`src/rtl/i2s_pkg.sv`:
```
// Shared I2S constants and types used by the clock generator, the receiver
// and the transmitter side (speaker_control).
//   I2S_DATA_W     : sample width in bits
//   I2S_CNT_W      : width of the free-running frame counter (512 clk / frame)
//   SLOT_LEFT_LSB  : bit slot carrying left[0]
//   SLOT_RIGHT_LSB : bit slot carrying right[0] (one-bit I2S delay)
//   SAMPLE_PHASE   : cnt[3:0] value at which serial data is sampled (SCLK rise)
package i2s_pkg;

  localparam int I2S_DATA_W     = 16;
  localparam int I2S_CNT_W      = 9;
  localparam int SLOT_LEFT_LSB  = 16;
  localparam int SLOT_RIGHT_LSB = 0;
  localparam int SAMPLE_PHASE   = 7;

  typedef logic [I2S_DATA_W-1:0] sample_t;
  typedef logic [I2S_CNT_W-1:0]  cnt_t;

  // Counter value of the mid-bit sampling edge for a given bit slot.
  function automatic cnt_t strobe_cnt(input int slot);
    return cnt_t'(slot * 16 + SAMPLE_PHASE);
  endfunction

endpackage

```
`src/rtl/i2s_clk_gen.sv`:
```
// I2S clock generator: a 9-bit free-running counter from which MCLK (clk/4),
// SCLK (clk/16) and LRCK (clk/512) are taken directly. Shared with
// speaker_control so transmit and receive bit slots line up after a common
// reset.
// Ports:
//   clk, rst : system clock, asynchronous active-high reset
//   cnt_o    : current counter value (bit slot = cnt_o[8:4])
//   mclk_o   : master clock, cnt[1]
//   sck_o    : serial bit clock, cnt[3]
//   lrck_o   : word select, cnt[8] (0 = left, 1 = right)
module i2s_clk_gen
  import i2s_pkg::*;
(
  input  logic clk,
  input  logic rst,
  output cnt_t cnt_o,
  output logic mclk_o,
  output logic sck_o,
  output logic lrck_o
);

  cnt_t cnt_q;

  always_ff @(posedge clk or posedge rst) begin
    if (rst) cnt_q <= '0;
    else     cnt_q <= cnt_q + 1'b1;
  end

  assign cnt_o  = cnt_q;
  assign mclk_o = cnt_q[1];
  assign sck_o  = cnt_q[3];
  assign lrck_o = cnt_q[I2S_CNT_W-1];

endmodule

```
`src/rtl/i2s_audio_receiver.sv`:
```
// Master-mode I2S receiver. Generates MCLK/SCLK/LRCK, synchronises the ADC
// serial data, deserialises 16-bit left/right samples and presents each
// complete stereo frame with a one-cycle valid strobe.
// Ports:
//   clk, rst        : 100 MHz system clock, asynchronous active-high reset
//   audio_mclk      : clk/4 master clock
//   audio_lrck      : clk/512 word select (0 = left, 1 = right)
//   audio_sck       : clk/16 serial bit clock
//   audio_sdout     : serial data from the ADC (changes after SCLK fall)
//   audio_out_left  : last complete left sample
//   audio_out_right : last complete right sample
//   audio_valid     : one-cycle pulse when both samples update
// Parameter SYNC_STAGES (2..4): synchroniser depth on audio_sdout.
module i2s_audio_receiver
  import i2s_pkg::*;
#(
  parameter int SYNC_STAGES = 2
) (
  input  logic    clk,
  input  logic    rst,
  output logic    audio_mclk,
  output logic    audio_lrck,
  output logic    audio_sck,
  input  logic    audio_sdout,
  output sample_t audio_out_left,
  output sample_t audio_out_right,
  output logic    audio_valid
);

  localparam logic [3:0] PHASE     = 4'(SAMPLE_PHASE);
  localparam logic [4:0] SLOT_LEFT = 5'(SLOT_LEFT_LSB);
  localparam logic [4:0] SLOT_RGHT = 5'(SLOT_RIGHT_LSB);

  cnt_t cnt;

  i2s_clk_gen u_clk_gen (
    .clk    (clk),
    .rst    (rst),
    .cnt_o  (cnt),
    .mclk_o (audio_mclk),
    .sck_o  (audio_sck),
    .lrck_o (audio_lrck)
  );

  // Data synchroniser chain.
  logic [SYNC_STAGES-1:0] sync_q;
  logic                   sd_s;

  generate
    for (genvar gi = 0; gi < SYNC_STAGES; gi++) begin : g_sync
      if (gi == 0) begin : g_first
        always_ff @(posedge clk or posedge rst) begin
          if (rst) sync_q[gi] <= 1'b0;
          else     sync_q[gi] <= audio_sdout;
        end
      end else begin : g_rest
        always_ff @(posedge clk or posedge rst) begin
          if (rst) sync_q[gi] <= 1'b0;
          else     sync_q[gi] <= sync_q[gi-1];
        end
      end
    end
  endgenerate

  assign sd_s = sync_q[SYNC_STAGES-1];

  // Sampling at mid-bit: the synchroniser delay (<= 4) plus ADC tco settle
  // well before phase 7, so the sample point does not move with SYNC_STAGES.
  logic    strobe;
  logic    slot_left_end;
  logic    slot_right_end;
  sample_t shifted;

  assign strobe         = (cnt[3:0] == PHASE);
  assign slot_left_end  = strobe && (cnt[8:4] == SLOT_LEFT);
  assign slot_right_end = strobe && (cnt[8:4] == SLOT_RGHT);

  sample_t sr_q, sr_d;
  sample_t left_hold_q, left_hold_d;
  sample_t out_left_q, out_left_d;
  sample_t out_right_q, out_right_d;
  logic    primed_q, primed_d;
  logic    valid_q, valid_d;

  assign shifted = {sr_q[I2S_DATA_W-2:0], sd_s};

  always_comb begin
    sr_d        = sr_q;
    left_hold_d = left_hold_q;
    out_left_d  = out_left_q;
    out_right_d = out_right_q;
    primed_d    = primed_q;
    valid_d     = 1'b0;

    if (strobe) sr_d = shifted;

    if (slot_left_end) begin
      left_hold_d = shifted;
      primed_d    = 1'b1;
    end

    // Right LSB arrives in slot 0 of the following frame; without a captured
    // left word (first partial frame after reset) the frame is dropped.
    if (slot_right_end && primed_q) begin
      out_right_d = shifted;
      out_left_d  = left_hold_q;
      valid_d     = 1'b1;
    end
  end

  always_ff @(posedge clk or posedge rst) begin
    if (rst) begin
      sr_q        <= '0;
      left_hold_q <= '0;
      out_left_q  <= '0;
      out_right_q <= '0;
      primed_q    <= 1'b0;
      valid_q     <= 1'b0;
    end else begin
      sr_q        <= sr_d;
      left_hold_q <= left_hold_d;
      out_left_q  <= out_left_d;
      out_right_q <= out_right_d;
      primed_q    <= primed_d;
      valid_q     <= valid_d;
    end
  end

  assign audio_out_left  = out_left_q;
  assign audio_out_right = out_right_q;
  assign audio_valid     = valid_q;

endmodule

```
`config.mk`:
```
export PLATFORM = sky130hd
export DESIGN_NAME = i2s_audio_receiver
export DESIGN_NICKNAME = d
export VERILOG_FILES = /design/src/rtl/i2s_pkg.sv /design/src/rtl/i2s_clk_gen.sv /design/src/rtl/i2s_audio_receiver.sv
export SDC_FILE = /design/constraint.sdc
export NUM_CORES = 1
export LEC_CHECK = 0
export CAP_MARGIN = 20
export CORE_ASPECT_RATIO = 1.1
export CORE_MARGIN = 2
export CORE_UTILIZATION = 54
export DETAILED_ROUTE_END_ITERATION = 6
export PLACE_DENSITY = 0.84
export SLEW_MARGIN = 20
export SYNTH_ARGS = -nofsm -noshare
export SYNTH_HDL_FRONTEND = slang
export SYNTH_HIERARCHICAL = 1
export SYNTH_SLANG_ARGS = --single-unit
```
`constraint.sdc`:
```
create_clock -name clk -period 2.5 [get_ports clk]
set_clock_uncertainty 0.1 [all_clocks]
set_input_delay 0.25 -clock clk [delete_from_list [all_inputs] [get_ports clk]]
set_output_delay 0.25 -clock clk [all_outputs]
set_load 0.01 [all_outputs]
```
==> results.sh, run 1 <==
export IMPL_core_area_sq_mm=0.00540
export IMPL_cts_repair_resize_count=0
export IMPL_synth_ff_type="dfrtp_1"
export IMPL_drive_above_1_share_pct=27.5
export IMPL_place_congestion=0.782
export IMPL_hp_class="in2async"
export IMPL_place_area_sq_mm=0.00348
export IMPL_antenna_found_initial=0
export IMPL_endpoint_kind="flip-flop"
export IMPL_io_pin_count=39
export IMPL_synth_top_cell_by_area="dfrtp_1"
export IMPL_postLayoutCellArea_sq_mm=0.00366
export IMPL_tritoncts="built"
export IMPL_cts_buffers=9
export IMPL_wirelength_mm=4.74
export IMPL_clk_latency_ps=340
export IMPL_power_frac_clock_pct=41.0
export IMPL_synth_cell_types=23
export IMPL_p_comb_share_pct=1.5
export IMPL_worst_pin_slew_ps=605
export IMPL_power_density_mw_per_mm2=588
export IMPL_remaining_drc_errors=0
export IMPL_arrival_ps=2010
export IMPL_ctsRootBufferMaster="clkbuf_8"
export IMPL_grt_ovfl_total=0
export IMPL_syn_avg_cell_area_sq_um=14.6
export IMPL_syn_area_sq_mm=0.00303
export IMPL_drtIter0Drc=56
export IMPL_path_clk_slew_ps=70
export IMPL_dpl_hpwl_mm=3.15
export IMPL_status="finished clean"
export IMPL_synth_top_area_share_pct=62.7
export IMPL_wl_per_cell_microns=14.4
export IMPL_setup_viol=0
export IMPL_power_leakage_uw=0.00193
export IMPL_utilization_pct=67.8
export IMPL_fmax_mhz=531
export IMPL_worst_setup_path_type="reg2reg"
export IMPL_most_common_layout_cells="dfrtp_1 (76), nand2_1 (48), clkdlybuf4s50_1 (38), mux2_4 (29), mux2_2 (19)"
export IMPL_fin_nets=255
export IMPL_io_buffers=38
export IMPL_slew_headroom_pct=59.5
export IMPL_ir_drop_uv=371
export IMPL_drv_slew=0
export IMPL_period_needed_ps=1880
export IMPL_postCtsSetupBuffers=0
export IMPL_synthArstFlopShare_pct=100
export IMPL_area_growth_pct=20.7
export IMPL_dieArea_sq_mm=0.00623
export IMPL_grt_max_degree=34
export IMPL_fin_total_pwr_uw=2150
export IMPL_synth_edf_count=0
export IMPL_ant_nets=0
export IMPL_syn_inst=207
export IMPL_synth_seq_cells=76
export IMPL_initial_utilization_pct=56.2
export IMPL_ctsHoldBuffers=0
export IMPL_first_pass_iters=4
export IMPL_via_per_inst=4.93
export IMPL_rsz0062_at_grt="no"
export IMPL_grt_pass1_wl_mm=8.16
export IMPL_cts_sinks=76
export IMPL_maxCapViolCount=0
export IMPL_hold_viol=0
export IMPL_clockBufferDepth=2
export IMPL_track_usage_pct=18.0
export IMPL_synth_warnings=6
export IMPL_dieWidth_microns=75.4
export IMPL_r2r_setup_slack_ps=620
export IMPL_worst_hold_slack_ps=131
export IMPL_intPower_uw=1720
export IMPL_start_kind="flip-flop"
export IMPL_switching_share_pct=19.8
export IMPL_num_rows=28
export IMPL_layout_commonest_cell="dfrtp_1"
export IMPL_ys_top_cells_by_area="dfrtp_1 (63%), mux2_4 (14%), mux2_2 (7.1%)"
export IMPL_h_tree_depth=3
export IMPL_p_seq_share_pct=57.5
export IMPL_antenna_cells=0
export IMPL_grt_pass1_vias=1683
export IMPL_cp_required_ps=2620
export IMPL_crit_path_max_fanout=20
export IMPL_die_y_microns=82.6
export IMPL_tns_ps=0
export IMPL_ys_seq_area_share_pct=62.7
export IMPL_syn_num_nets=211
export IMPL_period_share_pct=75.3
export IMPL_p_sw_uw=427
export IMPL_vias=1628
==> final timing paths <==
kind,startpoint,to,cells past startpoint
setup reg to reg,u_clk_gen/cnt_o[3],audio_out_left[15],4
max in group asynchronous,rst,audio_out_left[5],3
hold reg to reg,sync_q[0],sd_s,0
hold / removal,rst,u_clk_gen/cnt_o[1],2
min in group clk,audio_sdout,sync_q[0],1
setup / recovery,u_clk_gen/cnt_o[3],audio_out_left[15],4
==> power groups by stage <==
| stage | clock network, uW | registers [uW] | logic [uW] |
|---|---|---|---|
| 6_report | 881 | 1240 | 33.0 |
| 3_3_place_gp | 0 | 1260 | 34.6 |
| 4_1_cts | 901 | 1240 | 35.2 |
| 5_1_grt | 954 | 1240 | 39.6 |
| 2_1_floorplan | 0 | 1260 | 20.1 |
| 3_5_place_dp | 0 | 1260 | 35.1 |
==> synthesized netlist by cell type (all sizes together), types with 2 or more instances <==
cell type / count
buf: 8
nand4b: 2
nand2: 48
xor2: 3
mux2: 48
clkbuf: 2
nand3: 4
xnor2: 4
dfrtp: 76
inv: 4
==> sequential cells by signal, summed over array words and instances, names as in the netlist <==
name and flops:
sync_q 1, primed_q 1, sr_q 15, audio_out_right 16, sd_s 1, left_hold_q 16
audio_valid 1, u_clk_gen/cnt_o 9, audio_out_left 16
==> cell families (layout without fill, tap and decap cells) <==
| group | Yosys count | in the layout | synth area share (%) |
|---|---|---|---|
| mux | 48 | 48 | 21.4 |
| simple gates | 61 | 61 | 10.3 |
| buf+inv | 14 | 62 | 3.14 |
| xor+xnor | 7 | 7 | 2.02 |
| fa+ha+maj | 1 | 1 | 0.413 |
| flops | 76 | 76 | 62.7 |
==> critical path, stage by stage, from the launching register on <==
cell and delay [ps]:
dfrtp_1 450, and4b_1 490, nand4b_4 130, buf_4 260, mux2_4 330
==> area by class of cell <==
| type | instances | area, sq um |
|---|---|---|
| flip-flops and latches | 76 | 1900 |
| fillers | 404 | 1740 |
| multi-input cells | 117 | 1030 |
| clock inverters | 2 | 35.0 |
| inverters | 4 | 15.0 |
| clock buffers | 13 | 149 |
| well taps | 75 | 93.8 |
| repair buffers | 43 | 430 |
==> per-stage QoR <==
stage          std cells  setup slack [ps]
4_1_cts              330               622
3_3_place_gp         315               678
6_report             330               617
5_1_grt              330               534
3_5_place_dp         315               644
2_1_floorplan        207               467
==> layer usage <==
layer / wire, microns / track usage, %
met1: 2110 / 24.7
met2: 2360 / 26.6
met3: 196 / 5.58
met4: 73 / 7.37
met5: 0 / 0
(Power assumes the default switching activity.)
==> inputs of run 2 (changes only) <==
CORE_UTILIZATION = 49   (was 54)
PLACE_DENSITY = 0.81   (was 0.84)
clock period = 1.55 ns   (was 2.5 ns; I/O delays follow)
==> run 2 against run 1 <==
  * The flow now finishes with violations (negative setup slack)
  * Utilization fell by 4.6 points
  * Register-to-register slack worse by 730 ps
  * Final cell count up 6.1%
  * Via count grew 3.9%
==> results.sh, run 2 (synthesized netlist as in run 1, its figures left out) <==
export IMPL_layout_commonest_cell="dfrtp_1"
export IMPL_fin_nets=269
export IMPL_num_rows=30
export IMPL_fin_total_pwr_uw=3400
export IMPL_grt_max_degree=38
export IMPL_tns_ps=-4130
export IMPL_maxCapViolCount=0
export IMPL_wirelength_mm=5.09
export IMPL_remaining_drc_errors=0
export IMPL_stdcell_count=350
export IMPL_fmax_mhz=603
export IMPL_worst_setup_path_type="reg2reg"
export IMPL_path_clk_slew_ps=70
export IMPL_ir_drop_uv=432
export IMPL_ctsRootBufferMaster="clkbuf_8"
export IMPL_endpoint_kind="flip-flop"
export IMPL_slowest_delay_ps=410
export IMPL_start_kind="flip-flop"
export IMPL_status="finished, violations left"
export IMPL_initial_utilization_pct=49.9
export IMPL_hold_viol=0
export IMPL_dieWidth_microns=79.0
export IMPL_p_sw_uw=727
export IMPL_cts_buffers=9
export IMPL_grt_pass1_vias=1775
export IMPL_first_pass_iters=4
export IMPL_post_place_cells=332
export IMPL_grt_ovfl_total=0
export IMPL_crit_path_max_fanout=17
export IMPL_cp_num_buf_inv=1
export IMPL_worst_pin_slew_ps=326
export IMPL_cp_required_ps=1680
export IMPL_io_buffers=38
export IMPL_setup_slack_ps=-110
export IMPL_p_seq_share_pct=58.7
export IMPL_postCtsSetupBuffers=0
export IMPL_track_usage_pct=17.0
export IMPL_dieArea_sq_mm=0.00683
export IMPL_grt_pass1_wl_mm=8.79
export IMPL_p_comb_share_pct=1.7
export IMPL_drtIter0Drc=96
export IMPL_power_density_mw_per_mm2=883
export IMPL_cpLargestDelayFamily="simple AND/OR/NAND/NOR gates"
export IMPL_antenna_cells=0
export IMPL_vias=1692
export IMPL_period_needed_ps=1660
export IMPL_h_tree_depth=3
export IMPL_ant_nets=0
export IMPL_arrival_ps=1790
export IMPL_switching_share_pct=21.4
export IMPL_dpl_hpwl_mm=3.26
export IMPL_place_congestion=0.745
export IMPL_intPower_uw=2670
export IMPL_power_frac_clock_pct=39.5
export IMPL_rsz0062_at_grt="yes"
export IMPL_die_y_microns=86.5
export IMPL_drive_above_1_share_pct=32.6
export IMPL_worstPathCellList="nor4_4 -> nand4b_4 -> buf_12 -> mux2_4"
export IMPL_drv_slew=0
export IMPL_clockBufferDepth=2
export IMPL_ctsHoldBuffers=0
export IMPL_io_pin_count=39
export IMPL_tritoncts="built"
export IMPL_hp_class="in2async"
export IMPL_slew_headroom_pct=78.2
export IMPL_cts_sinks=76
export IMPL_core_area_sq_mm=0.00608
export IMPL_power_leakage_uw=0.00217
export IMPL_antenna_found_initial=0
export IMPL_slowest_stage="dfrtp_1"
export IMPL_period_share_pct=107
export IMPL_setup_viol=48
export IMPL_most_common_layout_cells="dfrtp_1 (75), nand2_1 (48), mux2_4 (29), clkdlybuf4s50_1 (27), mux2_2 (19)"
export IMPL_violations="negative setup slack"
export IMPL_wl_per_cell_microns=14.6
export IMPL_area_growth_pct=26.8
export IMPL_via_per_inst=4.83
export IMPL_clk_latency_ps=340
run 2: through the flow:
stage / setup WS [ps] / util [%] / area, sq um / hold slack, ps
3_5_place_dp: -188 / 59.4 / 3610 / 242
4_1_cts: -112 / 62.9 / 3820 / 5.49
5_1_grt: -149 / 63.2 / 3840 / 11.7
2_1_floorplan: -241 / - / 3050 / -117
6_report: -110 / 63.2 / 3840 / 15.2
3_3_place_gp: -142 / 59.4 / 3610 / 232
run 2: what timing repair did:
action,4_1_cts,5_1_grt
resized for setup,5,8
cloned,2,0
pin swaps,2,0
endpoints found under the setup margin,51,56
run 2: worst paths after layout:
kind	startpoint	to	slack, ps	cells past startpoint
setup / recovery	u_clk_gen/cnt_o[6]	audio_out_left[14]	-110	4
hold reg to reg	sync_q[0]	sd_s	260	0
setup reg to reg	u_clk_gen/cnt_o[6]	audio_out_left[14]	-110	4
max in group asynchronous	rst	sr_q[13]	900	3
min in group clk	audio_sdout	sync_q[0]	160	1
hold / removal	rst	audio_out_left[12]	20	2
run 2: power by group through the flow:
| stage | sequential (uW) | combinational, uW | clock [uW] |
|---|---|---|---|
| after floorplan | 2030 | 32.9 | 0 |
| after global placement | 2030 | 60.3 | 0 |
| after detailed placement | 2030 | 61.5 | 0 |
| after CTS | 1990 | 61.6 | 1370 |
| after global routing | 1990 | 68.4 | 1490 |
| final | 1990 | 58.5 | 1340 |
run 2: final cells by class:
cell class                      count  area, sq um
Multi-Input combinational cell    119         1070
Timing Repair Buffer               55          574
Clock buffer                       12          155
Inverter                            4         18.8
Clock inverter                      4         23.8
Fill cell                         455         2240
Sequential cell                    76         1900
Tap cell                           80          100
run 2: worst register-to-register path: cells and delay by family, from the launching register on:
kind	cells	cell delay [ps]
multiplexers	1	320
buffers and inverters	1	200
AND/OR/NAND/NOR	2	530
flip-flops	1	410
run 2: layer usage:
metal  part of all wire, %  track usage (%)  wire [microns]
met5                     0                0               0
met2                    49             26.7            2500
met3                   2.6             3.85             132
met1                    46             22.6            2350
met4                   2.0             8.46             104
